<file path="config.mk">
export PLATFORM = sky130hd
export DESIGN_NAME = display_page_scheduler
export DESIGN_NICKNAME = d
export VERILOG_FILES = /design/src/rtl/display_sched_pkg.sv /design/src/rtl/dwell_timer.sv /design/src/rtl/display_page_scheduler.sv
export SDC_FILE = /design/constraint.sdc
export NUM_CORES = 1
export LEC_CHECK = 0
export CAP_MARGIN = 40
export CORE_MARGIN = 2
export CORE_UTILIZATION = 39
export DETAILED_ROUTE_END_ITERATION = 7
export PLACE_DENSITY = 0.86
export SLEW_MARGIN = 20
export SYNTH_ARGS = -nofsm -noshare
export SYNTH_HDL_FRONTEND = slang
export SYNTH_SLANG_ARGS = --single-unit
</file>
<file path="constraint.sdc">
create_clock -name clk -period 1.7 [get_ports clk]
set_input_delay 0.34 -clock clk [delete_from_list [all_inputs] [get_ports clk]]
set_output_delay 0.34 -clock clk [all_outputs]
set_load 0.02 [all_outputs]
</file>
<file path="src/rtl/display_sched_pkg.sv">
// -----------------------------------------------------------------------------
// display_sched_pkg
//   Shared types and helpers for the display page scheduler:
//   - sched_state_t  : rotation state (AUTO rotates pages, HOLD freezes them)
//   - calc_dwell_cyc : converts a dwell time in ms into clock cycles
// -----------------------------------------------------------------------------
package display_sched_pkg;

  typedef enum logic {
    AUTO = 1'b0,
    HOLD = 1'b1
  } sched_state_t;

  // Dwell length in clock cycles: dwell_ms * 1e6 / clk_per_ns, never below 1
  // so a degenerate configuration still rotates once per cycle.
  function automatic int unsigned calc_dwell_cyc(input int unsigned dwell_ms,
                                                 input int unsigned clk_per);
    longint unsigned cyc;
    if (clk_per == 0) return 1;
    cyc = (64'(dwell_ms) * 64'd1_000_000) / 64'(clk_per);
    if (cyc < 64'd1) cyc = 64'd1;
    return 32'(cyc);
  endfunction

endpackage

</file>
<file path="src/rtl/dwell_timer.sv">
// -----------------------------------------------------------------------------
// dwell_timer
//   Free-running dwell counter 0..DWELL_CYC-1 used for page auto-rotation.
//
//   clk    : clock, rising edge
//   reset  : synchronous active-high reset, forces count to 0
//   clear  : synchronous clear, forces count to 0 at the next edge
//   enable : count while high
//   expire : high during the last dwell cycle (count == DWELL_CYC-1) while
//            enabled; the consumer acts on it at the coming edge
// -----------------------------------------------------------------------------
module dwell_timer #(
  parameter int unsigned DWELL_CYC = 1
) (
  input  logic clk,
  input  logic reset,
  input  logic clear,
  input  logic enable,
  output logic expire
);

  localparam int unsigned CNT_W = (DWELL_CYC > 1) ? $clog2(DWELL_CYC) : 1;
  localparam logic [CNT_W-1:0] LAST = CNT_W'(DWELL_CYC - 1);

  logic [CNT_W-1:0] count;

  // Combinational so the page advances on the very edge that ends the dwell,
  // giving exactly DWELL_CYC cycles per page.
  assign expire = enable && (count == LAST);

  // NOTE: sequential state is written with non-blocking assignments only, so
  // every register samples pre-edge values regardless of block ordering.
  always_ff @(posedge clk) begin
    if (reset || clear) begin
      count <= '0;
    end else if (enable) begin
      count <= (count == LAST) ? '0 : count + 1'b1;
    end
  end

endmodule

</file>
<file path="src/rtl/display_page_scheduler.sv">
// -----------------------------------------------------------------------------
// display_page_scheduler
//   Multiplexes NUM_SRC multi-digit counter sources onto one seven-segment
//   display. Pages rotate automatically every DWELL_MS (AUTO) or only on a
//   button press (HOLD).
//
//   Parameters
//     NUM_SRC      : number of sources, 2..16
//     NUM_SEGMENTS : digits per source / per output
//     CLK_PER      : clock period in ns
//     DWELL_MS     : auto-rotate dwell per page in ms
//
//   Ports
//     clk             : clock, rising edge
//     reset           : synchronous active-high reset
//     src_encoded     : per-source digit nibbles
//     src_digit_point : per-source digit points
//     btn_next        : one-cycle pulse, advance to next page
//     btn_hold        : one-cycle pulse, toggle AUTO <-> HOLD
//     encoded         : registered digits of the displayed source
//     digit_point     : registered digit points of the displayed source
//     page            : index of the displayed source
//     page_changed    : one-cycle pulse on the first cycle of a new page
//     holding         : high while in HOLD
//
//   Build option
//     DISPLAY_PAGE_INDICATOR_EN : when defined, the digit point at position
//       (page mod NUM_SEGMENTS) is forced on to show which page is displayed.
// -----------------------------------------------------------------------------
module display_page_scheduler
  import display_sched_pkg::*;
#(
  parameter int unsigned NUM_SRC      = 4,
  parameter int unsigned NUM_SEGMENTS = 4,
  parameter int unsigned CLK_PER      = 10,
  parameter int unsigned DWELL_MS     = 2000
) (
  input  logic                                      clk,
  input  logic                                      reset,
  input  logic [NUM_SRC-1:0][NUM_SEGMENTS-1:0][3:0] src_encoded,
  input  logic [NUM_SRC-1:0][NUM_SEGMENTS-1:0]      src_digit_point,
  input  logic                                      btn_next,
  input  logic                                      btn_hold,
  output logic [NUM_SEGMENTS-1:0][3:0]              encoded,
  output logic [NUM_SEGMENTS-1:0]                   digit_point,
  output logic [$clog2(NUM_SRC)-1:0]                page,
  output logic                                      page_changed,
  output logic                                      holding
);

  localparam int unsigned DWELL_CYC = calc_dwell_cyc(DWELL_MS, CLK_PER);
  localparam int unsigned PAGE_W    = $clog2(NUM_SRC);
  localparam logic [PAGE_W-1:0] LAST_PAGE = PAGE_W'(NUM_SRC - 1);

  sched_state_t              state;
  sched_state_t              next_state;
  logic                      dwell_clear;
  logic                      expire;
  logic                      advance;
  logic [PAGE_W-1:0]         next_page;
  logic [NUM_SEGMENTS-1:0]   page_mark;

  // The dwell restarts on a manual advance and on any state toggle, and is
  // pinned at 0 for as long as rotation is held.
  assign dwell_clear = btn_next || btn_hold || (state == HOLD);

  dwell_timer #(
    .DWELL_CYC (DWELL_CYC)
  ) u_dwell_timer (
    .clk    (clk),
    .reset  (reset),
    .clear  (dwell_clear),
    .enable (state == AUTO),
    .expire (expire)
  );

  // A button press landing on the expiry cycle merges into a single advance.
  assign advance   = btn_next || expire;
  assign next_page = (page == LAST_PAGE) ? '0 : page + 1'b1;

  // NOTE: combinational blocks assign every output a default first, so no
  // path leaves a signal unassigned and no latch is inferred.
  always_comb begin
    next_state = state;
    if (btn_hold) next_state = (state == AUTO) ? HOLD : AUTO;
  end

`ifdef DISPLAY_PAGE_INDICATOR_EN
  always_comb begin
    page_mark = '0;
    for (int i = 0; i < NUM_SEGMENTS; i++) begin
      page_mark[i] = ((int'(page) % NUM_SEGMENTS) == i);
    end
  end
`else
  assign page_mark = '0;
`endif

  // Scheduler FSM with registered outputs. encoded/digit_point sample the
  // current page, so they follow a page or source change one cycle later.
  always_ff @(posedge clk) begin
    if (reset) begin
      state        <= AUTO;
      page         <= '0;
      page_changed <= 1'b0;
      holding      <= 1'b0;
      encoded      <= '0;
      digit_point  <= '0;
    end else begin
      state        <= next_state;
      holding      <= (next_state == HOLD);
      page_changed <= advance;
      if (advance) page <= next_page;
      encoded      <= src_encoded[page];
      digit_point  <= src_digit_point[page] | page_mark;
    end
  end

endmodule

</file>
# Word-level counts from Yosys, hierarchy flattened
# Cells that the tools add are included.
# classes
order_cmp	1
eq_ne	2
shifts	0
multipliers	0
addsub	2
div	0
bitwise	1
reduce_logical	5
muxes	7
# op_table
operator	count
$bmux W16 S2	1
$add A28 B1 Y28 const B	1
$eq A28 B28 Y1 const B	1
$mux W28	1
$mux W16	1
$bmux W4 S2	1
$logic_or A1 B1 Y1	4
$mux W4	1
$lt A2 B3 Y1 const B	1
$add A2 B1 Y2 const B	1
$eq A2 B2 Y1 const B	1
$mux W2	1
$logic_and A1 B1 Y1	1
$mux W1	1
$not A1 Y1	1
# word_totals
regBits	52
romBits	0
ram_bits	0
latchBits	0
memories	0
inputBits	84
wordCells	27
output_inout_bits	24

# Depth between registers and ports, before layout
# logic_depth
word_depth	3
ltp_mapped	7

# Cells and area by module
# Synthesis repeated with hierarchy kept, for this count alone.
# hier_totals
hier_cells	262
area_unflattened_um2	2498.6
# modules_own_cells
module	seq_area_each_um2	area_each_um2	cells_per_inst	instances
dwell_timer	560.5	1340.0	154	1
display_page_scheduler	480.5	1158.6	108	1

# Worst setup path after synthesis
# OpenSTA, ideal clock, no wires.
# synth_path
kind	register to register
start	reg state
end	reg u_dwell_timer.count[21]
arrival_time_ns	1.727
stages_incl_launch_ff	8
setup_ns	0.066
setup_slack_ns	-0.093
n_path_buf	3
path_cell_list	dfxtp_1 buf_6 and4b_1 buf_6 nand4_4 buf_6 or4_4 a21oi_2
# synth_between
elab_chain_len	2
# synth_rtl
element	line	rtl
start: declaration	display_page_scheduler.sv:55	sched_state_t state;
start signal: assignment	display_page_scheduler.sv:110	state <= next_state;
$logic_or A1 B1 Y1	display_page_scheduler.sv:65	assign dwell_clear = btn_next || btn_hold || (state == HOLD);
$logic_or A1 B1 Y1	dwell_timer.sv:34	if (reset || clear) begin
end signal: assignment	dwell_timer.sv:37	count <= (count == LAST) ? '0 : count + 1'b1;
end: declaration	dwell_timer.sv:25	logic [CNT_W-1:0] count;
# Parallel ways exist; a longest one is shown, timed or not.
# A chain may end at the register's enable or synchronous reset.

# Worst setup path in the final report
# layout_path
start	reg u_dwell_timer.count[15]
end	reg u_dwell_timer.count[23]
# layout_between
elab_chain_len	2
elab_cells_between_ends	3
cone_classes	add/sub (1); eq/ne (1); mux (1)
# layout_rtl
element	line
$add A28 B1 Y28 or $eq A28 B28 Y1 (tied branches)	dwell_timer.sv:37
$mux W28 *	dwell_timer.sv:37
# Mark *: on every way between the ends. The rest lies on a longest branch, timed or not.

==> run summary <==
Drt initial violations = 131
Routability cong. = 0.902
Most frequent cells after synthesis = dfxtp_1, nor2b_1, mux4_2
Register bit total from synthesis = 52
Mapped Nets = 333
Root buf cell = clkbuf_8
Max Freq = 611 MHz
Post-synthesis sequential area ratio = 0.401
Crit path required time = 1.95 ns
Largest cells by area after synthesis = dfxtp_1, mux4_2, nor2b_1
Maxcap violations = 0
Initial antenna violation count = 0
CP max FO = 9
Total Neg Setup Slack = 0 ns
DIE HEIGHT = 85.6 µm
Hold WS = 0.494 ns
Total Wirelength = 7.48 mm
Slew Limit Fails = 0
Final Core Density = 0.637
DRC viols = 0
DR vias/cell = 5.48
Area after DPL = 3900 µm²
# H-tree levels = 2
Slowest cell on crit path = or4_1
Critical path type = reg -> reg
Minimum clock period after layout = 1.64 ns
Startpoint Class = register
Power per Cell Area = 658 nW/µm²
Most used DFF post-synth = dfxtp_1
Hold Violations, Final = 0
CP Cell Sequence = and4_2 > nand3_2 > or4_1 > a21oi_1
CP Capture Type = register
Switching share of power = 0.255
Average size of a mapped cell = 10.5 µm²
Reg2Reg Setup Slack = 0.06 ns
P_leak = 1.44 nW
Combinational Power Share = 0.244
Post-synth top area cell = dfxtp_1
Net count, final = 464
Slew headroom = 0.726
Final setup fails = 0
Port Buf Inserts = 107
Overflow after GRT = 0
Synth cell types = 40
Antenna cell count = 0
Clock Power Share = 0.271
Ys Warns = 0
Max clock buf depth = 2
Worst-Margin Slew = 0.408 ns
Clock transition at the registers of the reported paths = 0.10 ns
Ys async rst share = 0
Largest net degree at the start of global routing = 26
Post-synth top area share = 0.401
Most frequent cell after synthesis = dfxtp_1
WL/cell = 16.4 µm
Row count = 29
RSZ-0062 raised after global routing = no
Tot GR Track Use = 0.206
Status = complete, no violations
Peak supply drop = 403 µV
HP Class = reg -> reg
CTS tree = yes
Sw power = 0.000681 W
Layout cell share with drive strength beyond 1 = 0.214
Post-DP HPWL = 6.05 mm
Final worst-path cycle share = 0.962
Initial Utilization = 0.406
Num CTS Buffers = 5
Post-DRT Antenna Nets = 0
CP arrival = 1.88 ns
Setup Skew = 0.00920 ns
EDFF count, synth = 0
First-pass GRT wire length = 11.8 mm
Cell Area, Synth = 2590 µm²
Routed via count = 2499
TritonRoute pass-1 iters = 4
# IOs = 108
Area growth syn-to-layout = 56.7%
Fin area = 4070 µm²
Core area = 6390 µm²
Die Wd = 85.6 µm
Vias in the first global route = 2512
Clock Latency Late Sink = 0.31 ns
CP max stage delay = 0.51 ns
Syn Inst Count = 247
Cell-internal power = 0.00199 W
Seq pwr share = 0.485
Sink Count = 52
Die area = 7320 µm²
## cells in the final DEF (no fill, tap or decap), types with 2 or more instances in the layout
cell             netlist  layout
nor2b_1               21      21
o31ai_1                7       7
nor3_1                 2       2
or4_1                  8       7
or4_4                  1       2
xor2_1                 4       4
nand3_2                0       2
dfxtp_2                0       6
and4_1                 6       5
nand2b_1               2       2
nand3_1               10       8
mux4_2                20      20
nor4_1                 4       4
buf_4                  0      31
nor2_1                16      16
clkdlybuf4s50_1        0     105
nand2_1                7       7
a31oi_1                3       2
a21oi_1               15      15
dfxtp_1               52      45
and3_1                 5       5
xnor2_1                7       7
o21ai_0                6       6
nand4_1                7       7
or3_1                  6       6
clkbuf_8               0       5
inv_1                  6       6
## kinds of logic (layout without fill, tap and decap cells)
logic type	count (synthesis)	count (layout)	share of synthesized area
xor+xnor	11	11	0.0371
buf+inv	21	153	0.0415
mux	22	22	0.182
compound gates	36	36	0.0829
flops	52	52	0.401
fa+ha+maj	2	2	0.00964
simple gates	103	103	0.246
## path summary, 6_finish.rpt
check,from,to,cells past startpoint
worst max register to register,u_dwell_timer.count[15],u_dwell_timer.count[23],4
worst max-delay path,u_dwell_timer.count[15],u_dwell_timer.count[23],4
worst min register to register,u_dwell_timer.count[25],u_dwell_timer.count[25],2
worst min-delay path,u_dwell_timer.count[25],u_dwell_timer.count[25],2
## metal layers
metal,GRT usage,vias up,share of wire
li1,-,1190,-
met1,0.215,1205,0.36
met2,0.376,92,0.53
met3,0.0876,12,0.094
met4,0.0606,0,0.017
met5,0,-,0
## metrics by stage
stage / total power (W) / setup slack (ns) / cells
6_report: 0.00267 / 0.0645 / 456
5_1_grt: 0.00279 / 0.00120 / 456
4_1_cts: 0.00270 / 0.0172 / 454
3_5_place_dp: 0.00198 / -0.0892 / 443
3_3_place_gp: 0.00197 / -0.0331 / 443
2_1_floorplan: 0.00163 / -0.00776 / 247
## timing repair
| action | 4_1_cts | 5_1_grt |
|---|---|---|
| endpoints found under the setup margin | 2 | 27 |
| buffers inserted | 3 | 2 |
| gates resized for setup | 2 | 15 |
| hold buffers | 0 | 0 |
| pin swaps | 1 | 3 |
## power by group through the flow
stage                     Combinational (W)  Clock (W)  Sequential [W]
final                              0.000653   0.000726         0.00130
after global routing               0.000692   0.000790         0.00130
after CTS                          0.000660   0.000741         0.00130
after detailed placement           0.000659          0         0.00133
after global placement             0.000644          0         0.00132
after floorplan                    0.000230          0         0.00140
## worst max-delay path: cells and delay by family, from the launching register on
kind	cells	cell delay [ns]
AND/OR/NAND/NOR	3	1.02
flip-flops	1	0.39
AO/OA/AOI/OAI	1	0.15
## sequential cells by signal, indices dropped and copies added, names as in the netlist
register	flops
digit_point	4
encoded	16
page	2
page_changed	1
state	1
u_dwell_timer.count	28
## final cells by class
class / instances / area (µm²)
well taps: 77 / 96.3
fillers: 494 / 2320
clock inverters: 2 / 16.3
clock buffers: 6 / 72.6
repair buffers: 139 / 1330
multi-input cells: 174 / 1480
flip-flops and latches: 52 / 1050
inverters: 6 / 22.5
(Power assumes the default switching activity.)
